**config.mk**
```make
export PLATFORM = sky130hd
export DESIGN_NAME = tri_bus_xfer_ctrl_flat
export DESIGN_NICKNAME = d
export VERILOG_FILES = /design/src/rtl/tri_bus_xfer_ctrl_if.sv /design/src/rtl/tri_bus_xfer_ctrl.sv /design/src/flat_wrapper.sv
export SDC_FILE = /design/constraint.sdc
export NUM_CORES = 1
export LEC_CHECK = 0
export BUFFER_PORTS_ARGS = -buffer_cell sky130_fd_sc_hd__buf_2
export CAP_MARGIN = 20
export CORE_UTILIZATION = 48
export CTS_CLUSTER_DIAMETER = 50
export DETAILED_ROUTE_END_ITERATION = 10
export PLACE_DENSITY_LB_ADDON = 0.15
export RECOVER_POWER = 100
export SETUP_SLACK_MARGIN = 0.05
export SYNTH_ARGS = -nofsm -noshare
export SYNTH_HDL_FRONTEND = slang
export SYNTH_SLANG_ARGS = --single-unit
```
**constraint.sdc**
```tcl
create_clock -name clk -period 2.15 [get_ports clk]
set_input_delay 0.1075 -clock clk [delete_from_list [all_inputs] [get_ports clk]]
set_output_delay 0.1075 -clock clk [all_outputs]
set_load 0.005 [all_outputs]
```
**src/rtl/tri_bus_xfer_ctrl_if.sv**
```systemverilog
// Core-request and pad-bus signal bundle for tri_bus_xfer_ctrl.
// master = the transfer sequencer, slave = core + IO buffer bank side.
interface tri_bus_xfer_ctrl_if #(
  parameter int WIDTH = 8
);
  // Handshake: a request is accepted on the rising edge where req_valid and
  // req_ready are both high; req_wr/req_wdata are sampled only at that edge.
  // rsp_valid is a one-cycle pulse with no backpressure.
  logic             req_valid;
  logic             req_ready;
  logic             req_wr;
  logic [WIDTH-1:0] req_wdata;
  logic             rsp_valid;
  logic [WIDTH-1:0] rsp_rdata;
  logic [WIDTH-1:0] pad_o;
  logic             pad_oen_n;
  logic [WIDTH-1:0] pad_i;
  logic             pad_stb;
  logic             pad_rnw;

  modport master (
    input  req_valid, req_wr, req_wdata, pad_i,
    output req_ready, rsp_valid, rsp_rdata, pad_o, pad_oen_n, pad_stb, pad_rnw
  );

  modport slave (
    output req_valid, req_wr, req_wdata, pad_i,
    input  req_ready, rsp_valid, rsp_rdata, pad_o, pad_oen_n, pad_stb, pad_rnw
  );
endinterface

```
**src/rtl/tri_bus_xfer_ctrl.sv**
```systemverilog
// Strobe-timed write/read sequencer for a shared tri-state pad bus.
// Optional pad_i 2-flop synchronizer + RD_SYNC state via TRI_BUS_XFER_IN_SYNC_EN.
module tri_bus_xfer_ctrl #(
  parameter int WIDTH     = 8,
  parameter int SETUP_CYC = 1,
  parameter int STB_CYC   = 2,
  parameter int HOLD_CYC  = 1,
  parameter int TURN_CYC  = 2
) (
  input  logic                clk,
  input  logic                rst,
  tri_bus_xfer_ctrl_if.master bus,
  output logic [2:0]          o_dbg_state
);

  localparam int M_A  = (SETUP_CYC > STB_CYC) ? SETUP_CYC : STB_CYC;
  localparam int M_B  = (HOLD_CYC > TURN_CYC) ? HOLD_CYC : TURN_CYC;
  localparam int M_C  = (M_A > M_B) ? M_A : M_B;
  localparam int MAXP = (M_C > 2) ? M_C : 2;
  localparam int CW   = $clog2(MAXP) + 1;

  localparam logic [CW-1:0] LD_SETUP = CW'(SETUP_CYC - 1);
  localparam logic [CW-1:0] LD_STB   = CW'(STB_CYC - 1);
  localparam logic [CW-1:0] LD_HOLD  = CW'(HOLD_CYC - 1);
  localparam logic [CW-1:0] LD_TURN  = CW'(TURN_CYC - 1);

  typedef enum logic [2:0] {
    S_IDLE     = 3'd0,
    S_WR_SETUP = 3'd1,
    S_WR_STB   = 3'd2,
    S_WR_HOLD  = 3'd3,
    S_RD_STB   = 3'd4,
    S_TURN     = 3'd5
`ifdef TRI_BUS_XFER_IN_SYNC_EN
    ,S_RD_SYNC = 3'd6
`endif
  } state_t;

  state_t           r_state;
  logic [CW-1:0]    r_cnt;
  logic             r_ready;
  logic             r_rsp_valid;
  logic [WIDTH-1:0] r_rdata;
  logic [WIDTH-1:0] r_pad_o;
  logic             r_oen_n;
  logic             r_stb;
  logic             r_rnw;
  logic             w_cnt_done;

  assign w_cnt_done = (r_cnt == '0);

`ifdef TRI_BUS_XFER_IN_SYNC_EN
  localparam logic [CW-1:0] LD_SYNC = CW'(1);
  logic [WIDTH-1:0] r_sync1;
  logic [WIDTH-1:0] r_sync2;

  always_ff @(posedge clk) begin
    if (rst) begin
      r_sync1 <= '0;
      r_sync2 <= '0;
    end else begin
      r_sync1 <= bus.pad_i;
      r_sync2 <= r_sync1;
    end
  end
`endif

  always_ff @(posedge clk) begin
    if (rst) begin
      r_state     <= S_IDLE;
      r_cnt       <= '0;
      r_ready     <= 1'b0;
      r_rsp_valid <= 1'b0;
      r_rdata     <= '0;
      r_pad_o     <= '0;
      r_oen_n     <= 1'b1;
      r_stb       <= 1'b0;
      r_rnw       <= 1'b1;
    end else begin
      r_rsp_valid <= 1'b0;
      case (r_state)
        S_IDLE: begin
          if (r_ready && bus.req_valid) begin
            r_ready <= 1'b0;
            if (bus.req_wr) begin
              r_state <= S_WR_SETUP;
              r_cnt   <= LD_SETUP;
              r_oen_n <= 1'b0;
              r_pad_o <= bus.req_wdata;
              r_rnw   <= 1'b0;
            end else begin
              r_state <= S_RD_STB;
              r_cnt   <= LD_STB;
              r_stb   <= 1'b1;
            end
          end else begin
            r_ready <= 1'b1;
          end
        end
        S_WR_SETUP: begin
          if (w_cnt_done) begin
            r_state <= S_WR_STB;
            r_cnt   <= LD_STB;
            r_stb   <= 1'b1;
          end else begin
            r_cnt <= r_cnt - CW'(1);
          end
        end
        S_WR_STB: begin
          if (w_cnt_done) begin
            r_state <= S_WR_HOLD;
            r_cnt   <= LD_HOLD;
            r_stb   <= 1'b0;
          end else begin
            r_cnt <= r_cnt - CW'(1);
          end
        end
        // Release the bus on leaving HOLD so TURN always starts undriven.
        S_WR_HOLD: begin
          if (w_cnt_done) begin
            r_state <= S_TURN;
            r_cnt   <= LD_TURN;
            r_oen_n <= 1'b1;
            r_rnw   <= 1'b1;
            r_pad_o <= '0;
          end else begin
            r_cnt <= r_cnt - CW'(1);
          end
        end
        S_RD_STB: begin
          if (w_cnt_done) begin
            r_stb <= 1'b0;
`ifdef TRI_BUS_XFER_IN_SYNC_EN
            r_state <= S_RD_SYNC;
            r_cnt   <= LD_SYNC;
`else
            r_state     <= S_TURN;
            r_cnt       <= LD_TURN;
            r_rdata     <= bus.pad_i;
            r_rsp_valid <= 1'b1;
`endif
          end else begin
            r_cnt <= r_cnt - CW'(1);
          end
        end
`ifdef TRI_BUS_XFER_IN_SYNC_EN
        // Two cycles let the strobe-end sample reach the synchronizer output.
        S_RD_SYNC: begin
          if (w_cnt_done) begin
            r_state     <= S_TURN;
            r_cnt       <= LD_TURN;
            r_rdata     <= r_sync2;
            r_rsp_valid <= 1'b1;
          end else begin
            r_cnt <= r_cnt - CW'(1);
          end
        end
`endif
        S_TURN: begin
          if (w_cnt_done) begin
            r_state <= S_IDLE;
            r_ready <= 1'b1;
          end else begin
            r_cnt <= r_cnt - CW'(1);
          end
        end
        default: begin
          r_state <= S_IDLE;
          r_cnt   <= '0;
          r_ready <= 1'b0;
          r_pad_o <= '0;
          r_oen_n <= 1'b1;
          r_stb   <= 1'b0;
          r_rnw   <= 1'b1;
        end
      endcase
    end
  end

  assign bus.req_ready = r_ready;
  assign bus.rsp_valid = r_rsp_valid;
  assign bus.rsp_rdata = r_rdata;
  assign bus.pad_o     = r_pad_o;
  assign bus.pad_oen_n = r_oen_n;
  assign bus.pad_stb   = r_stb;
  assign bus.pad_rnw   = r_rnw;
  assign o_dbg_state   = r_state;

endmodule
```
**src/flat_wrapper.sv**
```systemverilog
// flat-port wrapper written by rule: the top's interface ports become plain ports
module tri_bus_xfer_ctrl_flat 
#(
  parameter int WIDTH     = 8,
  parameter int SETUP_CYC = 1,
  parameter int STB_CYC   = 2,
  parameter int HOLD_CYC  = 1,
  parameter int TURN_CYC  = 2
)
  (clk, rst, o_dbg_state, bus_req_valid, bus_req_wr, bus_req_wdata, bus_pad_i, bus_req_ready, bus_rsp_valid, bus_rsp_rdata, bus_pad_o, bus_pad_oen_n, bus_pad_stb, bus_pad_rnw);
  tri_bus_xfer_ctrl_if #(.WIDTH(WIDTH)) bus_i ();
  input  logic clk;
  input  logic rst;
  output logic [2:0] o_dbg_state;
  input wire logic [$bits(bus_i.req_valid)-1:0] bus_req_valid;
  input wire logic [$bits(bus_i.req_wr)-1:0] bus_req_wr;
  input wire logic [$bits(bus_i.req_wdata)-1:0] bus_req_wdata;
  input wire logic [$bits(bus_i.pad_i)-1:0] bus_pad_i;
  output wire logic [$bits(bus_i.req_ready)-1:0] bus_req_ready;
  output wire logic [$bits(bus_i.rsp_valid)-1:0] bus_rsp_valid;
  output wire logic [$bits(bus_i.rsp_rdata)-1:0] bus_rsp_rdata;
  output wire logic [$bits(bus_i.pad_o)-1:0] bus_pad_o;
  output wire logic [$bits(bus_i.pad_oen_n)-1:0] bus_pad_oen_n;
  output wire logic [$bits(bus_i.pad_stb)-1:0] bus_pad_stb;
  output wire logic [$bits(bus_i.pad_rnw)-1:0] bus_pad_rnw;
  assign bus_i.req_valid = bus_req_valid;
  assign bus_i.req_wr = bus_req_wr;
  assign bus_i.req_wdata = bus_req_wdata;
  assign bus_i.pad_i = bus_pad_i;
  assign bus_req_ready = bus_i.req_ready;
  assign bus_rsp_valid = bus_i.rsp_valid;
  assign bus_rsp_rdata = bus_i.rsp_rdata;
  assign bus_pad_o = bus_i.pad_o;
  assign bus_pad_oen_n = bus_i.pad_oen_n;
  assign bus_pad_stb = bus_i.pad_stb;
  assign bus_pad_rnw = bus_i.pad_rnw;
  tri_bus_xfer_ctrl #(.WIDTH(WIDTH), .SETUP_CYC(SETUP_CYC), .STB_CYC(STB_CYC), .HOLD_CYC(HOLD_CYC), .TURN_CYC(TURN_CYC)) u_core (.clk(clk), .rst(rst), .bus(bus_i), .o_dbg_state(o_dbg_state));
endmodule
```
==> metrics <==
Tot GR Track Use=22.1%; H-tree depth=1; die area=between 2000 and 3000 sq um; Clk Latency, worst-skew pair=approximately 0.31 ns; # rows=17; Port Buffers=43; drt drc=0; Crit. End Element=flip-flop; distinct cell type count of the synthesized netlist=38; Design Power=between 1500 and 2000 uW; Clock Tree Root=clkbuf_4; Overflow after GRT=0; vias in the first global route=roughly 1.0k; Ys Warns=0; Area growth syn-to-layout=16.9%; fmax=553 MHz; CTS tree=built; Crit Path Max Fanout=23; share of layout cells above drive strength 1=a little under a quarter; largest net degree at the start of global routing=27; CTS Buffer Depth=2; vias per cell=5.43; relative slew slack=about 47%; Cells after Synth=between 100 and 150; status=completed; wire per inst=12.7 um; Synth Register Bits=25; Final #Nets=208; CTS Buf Count=3; die width=just over 50 um; initial antenna violation count=0; # IOs=44; first-pass GRT wire length=around 4500 um; Crit-path slowest cell=dfxtp_1; via count=around 1.2k; crit path cell chain=nor3_2, a32oi_2, o21ai_0, a21oi_1; Crit path largest cell delay=0.86 ns; Die Ht=approximately 52 um; setup TNS=0 ns; synthesized area per cell=between 8 and 9 sq um; post-CTS sizing=0; startpoint types=flip-flop; WL met3=approximately 130 um; Peak supply drop=between 0.7 and 0.8 mV; Post-Syn Area=1200 sq um; CP Class=reg2reg; Post-CTS Setup Inserts=0; effective utilization at floorplan=between 50% and 60%; HPWL after detailed placement=1920 um; final hold viol count=0; setup violators final=0; Power Dens Cells=approximately 1200 nW/um^2; max-slew violation count=0; RSZ-0062 raised after global routing=false; Leak=around 0.00058 uW; Met2 Routed Length=between 1000 and 1500 um; final wirelength=2690 um; Fillers=roughly 220; register area=between 500 and 600 sq um; 1st-iter DRT viols=20; max-cap viol count=0; Post-Route M1 WL=1200 um; total clock sinks=25; clk_skew=approximately 0.0085 ns; DR pass1 iterations=4; Final period util=approximately 84%; Final ANT Viol Nets=0; area of the multi-input gates=a little over 600 sq um; clock-pin slew on the worst setup and hold paths=between 0.1 and 0.15 ns; Synthesized Nets=between 150 and 200; hold_buf cts=0; Final Critical Period=roughly 1.8 ns; worst endpoint required time=2.40 ns; GP Congestion=between 0.8 and 0.9; Top Metal Used=met4; core footprint=2280 sq um; Worst-Margin Slew=0.788 ns; Hold Path Class=in2reg; Antenna Cells=0; critical path data arrival time=2.06 ns; Seq/Total Area, Yosys=a little over two fifths
-- routing by layer --
metal	GRT usage, %	vias up
li1	-	583
met1	28.1	529
met2	38.0	38
met3	6.14	2
met4	2.70	0
met5	0	-
-- path summary, 6_finish.rpt --
path	start	endpoint	slack (ns)	depth (start not counted)
worst max-delay path	u_core.o_dbg_state[2]	u_core.bus.pad_o[2]	0.34	4
worst max register to register	u_core.o_dbg_state[2]	u_core.bus.pad_o[2]	0.34	4
worst min register to register	u_core.bus.rsp_rdata[2]	u_core.bus.rsp_rdata[2]	0.46	2
worst min-delay path	bus_req_wdata[1]	u_core.bus.pad_o[1]	0.01	3
-- cell families after synthesis --
kind of cell               Yosys count  synth area share (%)
muxes                                1                 0.834
buffers and inverters               16                  6.67
and+or+nand+nor                     51                  20.6
AOI/OAI and AO/OA                   48                  25.3
xor gates and xnor gates             1                 0.730
adders and majority gates            4                  4.07
DFF                                 25                  41.7
-- synth_stat cells (all sizes together) --
master / number / share of area, %
a222oi: 1 / 0.83
buf: 6 / 3.4
nand2: 28 / 8.8
a22o: 1 / 0.73
a31oi: 1 / 0.52
a211o: 1 / 0.73
dfxtp: 25 / 42
nor2: 8 / 2.7
a211oi: 3 / 1.9
o21ai: 11 / 4.6
maj3: 1 / 0.94
inv: 6 / 1.9
and3: 1 / 0.52
or2: 1 / 0.52
o21bai: 1 / 0.63
a21oi: 24 / 10
nor3: 3 / 1.7
and4: 1 / 0.73
mux2i: 1 / 0.83
clkbuf: 4 / 1.4
a21o: 1 / 0.63
xnor2: 1 / 0.73
or3: 2 / 1.0
nand3: 3 / 1.3
a2111oi: 2 / 2.5
nand3b: 1 / 0.63
nor2b: 2 / 1.0
ha: 3 / 3.1
o31ai: 1 / 0.63
nor4: 1 / 1.8
a32oi: 1 / 1.4
-- power by group --
part | internal [uW] | switching, uW
registers | 566 | 166
logic | 328 | 416
clock network | 72.5 | 131
-- sequential cells by signal (all words and copies together) (netlist names) --
name	count
u_core.bus.pad_o	8
u_core.bus.rsp_rdata	8
u_core.o_dbg_state	3
u_core.r_cnt	2
u_core.bus.pad_rnw	1
u_core.bus.pad_stb	1
u_core.bus.req_ready	1
u_core.bus.rsp_valid	1
-- final cells by class --
cell class,count,area share [%]
Tap cell,28,2.50
Timing Repair Buffer,44,14.9
Multi-Input combinational cell,105,43.4
Inverter,6,1.61
Clock buffer,4,1.87
Sequential cell,25,35.7
-- worst max-delay path, delay by kind of cell (launching register included) --
family             cells  cell delay (ns)
DFF                    1             0.86
AOI/OAI and AO/OA      3             0.71
and+or+nand+nor        1             0.19
-- cells in the final DEF (no fill, tap or decap), types with 2 or more instances in the layout --
cell type  netlist  routed
nor2_1           7       7
clkbuf_4         0       3
nor2b_1          2       2
a21oi_1         23      24
clkbuf_1         3      12
nor3_1           2       2
a211oi_1         3       3
dfxtp_1         25      25
ha_1             3       3
nand2_1         28      28
nand3_1          3       3
inv_1            6       6
o21ai_0         10      11
or3_1            2       2
buf_2            3      32
-- stage by stage --
| step | area [sq um] | setup WS, ns | cells | hold WS, ns | utilization, % |
|---|---|---|---|---|---|
| after floorplan | 1200 | 0.666 | 146 | 0.243 | - |
| after global placement | 1400 | 0.454 | 208 | 0.348 | 61.5 |
| after detailed placement | 1400 | 0.362 | 208 | 0.357 | 61.5 |
| final | 1400 | 0.341 | 212 | 0.0129 | 61.6 |
| after global routing | 1400 | 0.153 | 212 | 0.00295 | 61.6 |
| after CTS | 1430 | 0.354 | 212 | 0.00968 | 62.7 |
No activity file was read; power rests on OpenSTA's default activity.
